===== src/rtl/sha_round_ctrl.sv =====
// Sequencer for one SHA-256 block: hash init, 16-word message load, 64 rounds,
// final hash update and a done pulse, with a start/done handshake and a synchronous abort.
module sha_round_ctrl #(
  parameter int DATA_W   = 32,
  parameter int N_WORDS  = 16,
  parameter int N_ROUNDS = 64,
  parameter int CNT_SIZE = 6
) (
  input  logic                       clk,
  input  logic                       reset_n,
  input  logic                       i_start,
  input  logic                       i_first,
  input  logic                       i_abort,
  input  logic                       i_msg_valid,
  input  logic [DATA_W-1:0]          i_msg_data,
  output logic                       o_msg_ready,
  output logic                       o_w_wr_en,
  output logic [$clog2(N_WORDS)-1:0] o_w_addr,
  output logic [DATA_W-1:0]          o_w_data,
  output logic                       o_hash_init,
  output logic                       o_round_en,
  output logic [CNT_SIZE-1:0]        o_round_idx,
  output logic                       o_hash_upd,
  output logic                       o_busy,
  output logic                       o_done
);

  localparam int ADDR_W = $clog2(N_WORDS);

  localparam logic [2:0] S_IDLE   = 3'd0;
  localparam logic [2:0] S_INIT   = 3'd1;
  localparam logic [2:0] S_LOAD   = 3'd2;
  localparam logic [2:0] S_ROUND  = 3'd3;
  localparam logic [2:0] S_UPDATE = 3'd4;
  localparam logic [2:0] S_DONE   = 3'd5;

  localparam logic [ADDR_W-1:0]   LAST_WORD  = ADDR_W'(N_WORDS - 1);
  localparam logic [CNT_SIZE-1:0] LAST_ROUND = CNT_SIZE'(N_ROUNDS - 1);

  logic [2:0]          state;
  logic [2:0]          state_nx;
  logic [ADDR_W-1:0]   word_cnt;
  logic [CNT_SIZE-1:0] round_cnt;
  logic                first_q;
  logic                accept;
  logic                last_word;
  logic                last_round;

  assign accept     = (state == S_LOAD) && i_msg_valid;
  assign last_word  = (word_cnt == LAST_WORD);
  assign last_round = (round_cnt == LAST_ROUND);

  // NOTE: state_nx gets a default before the case so no path can leave it unassigned (no latch).
  always_comb begin
    state_nx = state;
    unique case (state)
      S_IDLE:   if (i_start)                state_nx = S_INIT;
      S_INIT:                               state_nx = S_LOAD;
      S_LOAD:   if (accept && last_word)    state_nx = S_ROUND;
      S_ROUND:  if (last_round)             state_nx = S_UPDATE;
      S_UPDATE:                             state_nx = S_DONE;
      S_DONE:                               state_nx = S_IDLE;
      default:                              state_nx = S_IDLE;
    endcase
    // Abort overrides every transition, including a start arriving in IDLE.
    if (i_abort) state_nx = S_IDLE;
  end

  // NOTE: registers use non-blocking assignments so every flop samples pre-edge values.
  always_ff @(posedge clk or negedge reset_n) begin
    if (!reset_n) begin
      state     <= S_IDLE;
      word_cnt  <= '0;
      round_cnt <= '0;
      first_q   <= 1'b0;
    end else begin
      state <= state_nx;
      if (i_abort) begin
        word_cnt  <= '0;
        round_cnt <= '0;
      end else begin
        if (accept) word_cnt <= last_word ? '0 : word_cnt + 1'b1;
        if (state == S_ROUND) round_cnt <= last_round ? '0 : round_cnt + 1'b1;
        if (state == S_IDLE && i_start) first_q <= i_first;
      end
    end
  end

  // Write path is the only Mealy part: the strobe follows i_msg_valid within the cycle.
  assign o_msg_ready = (state == S_LOAD);
  assign o_w_wr_en   = accept;
  assign o_w_addr    = (state == S_LOAD) ? word_cnt : '0;
  assign o_w_data    = i_msg_data;

  assign o_hash_init = (state == S_INIT) && first_q;
  assign o_round_en  = (state == S_ROUND);
  assign o_round_idx = (state == S_ROUND) ? round_cnt : '0;
  assign o_hash_upd  = (state == S_UPDATE);
  assign o_busy      = (state != S_IDLE);
  assign o_done      = (state == S_DONE);

endmodule


===== config.mk =====
export PLATFORM = sky130hd
export DESIGN_NAME = sha_round_ctrl
export DESIGN_NICKNAME = d
export VERILOG_FILES = /design/src/rtl/sha_round_ctrl.sv
export SDC_FILE = /design/constraint.sdc
export NUM_CORES = 1
export LEC_CHECK = 0
export CAP_MARGIN = 20
export CELL_PAD_IN_SITES_DETAIL_PLACEMENT = 1
export CELL_PAD_IN_SITES_GLOBAL_PLACEMENT = 1
export CORE_ASPECT_RATIO = 0.7
export CORE_UTILIZATION = 22
export DETAILED_ROUTE_END_ITERATION = 10
export PLACE_DENSITY_LB_ADDON = 0.1
export SETUP_SLACK_MARGIN = 0.02
export SYNTH_ARGS = -nofsm -noshare
export SYNTH_HDL_FRONTEND = slang
export SYNTH_SLANG_ARGS = --single-unit
export TNS_END_PERCENT = 30

===== constraint.sdc =====
create_clock -name clk -period 1.61 [get_ports clk]
set_input_delay 0.322 -clock clk [delete_from_list [all_inputs] [get_ports clk]]
set_output_delay 0.322 -clock clk [all_outputs]
set_load 0.005 [all_outputs]

==> metrics <==
max-slew headroom at the worst pin=0.820; fraction of registers with async set or reset after synthesis=1.00; count of endpoints failing hold in the final timing report=0; total length of routed met2 wires=1.19 mm; Std-Cell Core Area=4780 µm²; Die Height=61.0 µm; global route total overflow=0; required time of the critical path=1.29 ns; violated checks=setup timing; final layout net count=186; Top Ports=87; number of failing setup endpoints in the final timing report=6; total DRC errors in the routed layout=0; CP Class=flip-flop to primary output; number of global-route vias before repair=888; FILL cells=571; flip-flop cell with the highest count after synthesis=dfrtp_1; clock tree from TritonCTS=done; total power of the final layout=0.886 mW; min setup slack post-route=-0.0371 ns; largest net degree at the start of global routing=15; dpl hpwl=1.89 mm; top cells by instance count after synthesis=buf_4 (33), dfrtp_1 (14), nand2_1 (11); register clock-pin slew on the reported worst setup and hold paths=0.06 ns; global-route wire length before repair=4.11 mm; area fraction of the dominant cell type after synthesis=0.321; most frequent cell after synthesis=buf_4; summed instance area of the synthesized netlist=1090 µm²; number of H-tree branching levels=1; syn avg cell area=8.47 µm²; detailed-routing wirelength on met1=1.31 mm; chip width=86.2 µm; Least-Margin Pin Slew=0.268 ns; number of antenna diodes=0; highest metal layer used by the detailed router=met4; root buf cell=clkbuf_8; register area share after synthesis=0.321; Arr. time, crit path=1.33 ns; IR Drop Worst-Case VDD=0.000222 V; Port Buf Inserts=22; maximum root-to-sink buffer count=2; cell accounting for the most synthesized area=dfrtp_1; worst hold-check path type=primary input to asynchronous set/reset pin; largest fanout on the critical path=5; time the worst path needs with I/O delays and setup=1.65 ns; sort of element at the start of the critical path=flip-flop; wire per inst=12.5 µm; setup repair after global routing missed its margin=true; Crit. End Element=primary output; warnings from Yosys=0; Post-Syn Nets=169; RePlAce Congestion=0.713; power per standard cell area=626 nW/µm²; status=complete, but fails checks; multi-input logic area=500 µm²; clock skew after layout=0.000397 ns; number of instances in the synthesized netlist=129; number of antenna violations at the first check in global routing=0; violation count after the first detailed-routing iteration=28; Synth cell types=30; cell at the slowest stage of the critical path=dfrtp_2; Pre-Repair DR Iteration Count=4; drt total wl=2.66 mm; Synth area leaders=dfrtp_1 (32%), buf_4 (23%), a21oi_1 (4.6%); relative area change from synthesis to final layout=29.6%; overall global routing resource usage=0.104; worst path cell trace=buf_4 -> nor2_4 -> and3_1 -> clkdlybuf4s15_1; total area of sequential cells=354 µm²; number of enable-type register cells in the synthesized netlist=0; vias after detailed routing=915; achievable frequency=0.607 GHz; Detail Route Antenna Nets=0; Static Leakage=0.672 nW; Vias per Instance=4.30; layout cells sized above 1=0.389; worst slack on hold paths=0.406 ns; biggest cell delay along the critical path=0.44 ns; final max-slew violation count=0; row count=21; Clk Latency, worst-skew pair=0.24 ns; part of the cycle the worst path needs=1.02; Met3 Routed Length=141 µm; area of the die=5260 µm²; clk sinks=14; number of buffers inserted during clock tree synthesis=3; # hold bufs at CTS=0; Initial Util=0.228; Max Cap Viol=0; Synth Register Bits=14
[registers in the layout (all words and copies together) (netlist names)]
name       count
state          3
first_q        1
round_cnt      6
word_cnt       4
[repair_timing]
item,4_1_cts,5_1_grt
resized for setup,55,19
pin swaps,4,1
setup buffers,6,4
setup endpoints to repair,17,15
[worst max-delay path: cells and delay by family, from the launching register on]
family / cells / cell delay (ns)
buffers and inverters: 2 / 0.35
DFF: 1 / 0.44
and+or+nand+nor: 2 / 0.29
[power breakdown]
| group | internal [mW] | switching (mW) |
|---|---|---|
| clock network | 0.166 | 0.126 |
| registers | 0.372 | 0.0211 |
| logic | 0.116 | 0.0856 |
| total | 0.653 | 0.233 |
[cells in the final DEF (no fill, tap or decap), types with 5 or more instances in the layout]
master and n:
buf_6 10, clkdlybuf4s15_1 5, nand3_1 5, a21oi_1 8, clkbuf_2 5, nand2_1 11
buf_4 18, dfrtp_1 11, or3_1 5
[cell type report]
cell class	count	area share
multi-input combinational	73	0.354
clock buffer	3	0.0292
tap	69	0.0610
sequential	14	0.250
timing repair buffer	48	0.288
inverter	6	0.0177
[path summary, 6_finish.rpt]
check                                startpoint                 endpoint  slack, ns  cells past startpoint
max                        state[0]$_DFFE_PN0P_              o_w_addr[1]      -0.04                      4
min                                     reset_n      first_q$_DFFE_PN0P_       0.41                      2
max reg2reg                state[2]$_DFFE_PN0P_  word_cnt[3]$_DFFE_PN0P_       0.01                      5
min reg2reg                 first_q$_DFFE_PN0P_      first_q$_DFFE_PN0P_       0.50                      1
max in group asynchronous               reset_n     state[0]$_DFFE_PN0P_       1.01                      2
min in group clk            first_q$_DFFE_PN0P_      first_q$_DFFE_PN0P_       0.50                      1
[metal layers]
metal,vias to the layer above,GRT usage
li1,443,-
met1,437,0.131
met2,29,0.172
met3,6,0.0367
met4,0,0.0262
met5,-,0
[metrics by stage]
| stage | setup WS [ns] | util | std cells | TNS (ns) | instance area (µm²) |
|---|---|---|---|---|---|
| after floorplan | 0.215 | - | 129 | 0 | 1090 |
| after global placement | -0.229 | 0.265 | 201 | -1.94 | 1270 |
| after detailed placement | -0.242 | 0.265 | 201 | -1.82 | 1270 |
| after CTS | -0.219 | 0.289 | 210 | -0.907 | 1380 |
| after global routing | -0.102 | 0.296 | 213 | -0.558 | 1420 |
| final | -0.0371 | 0.296 | 213 | -0.131 | 1420 |
[logic make-up after synthesis]
kind of cell | synth area share
AO/OA/AOI/OAI | 0.124
XOR/XNOR | 0.00802
adder cells (fa/ha/maj) | 0.0229
buffers and inverters | 0.259
flip-flops | 0.321
multiplexers | 0.0103
AND/OR/NAND/NOR | 0.255
(Power assumes the default switching activity.)
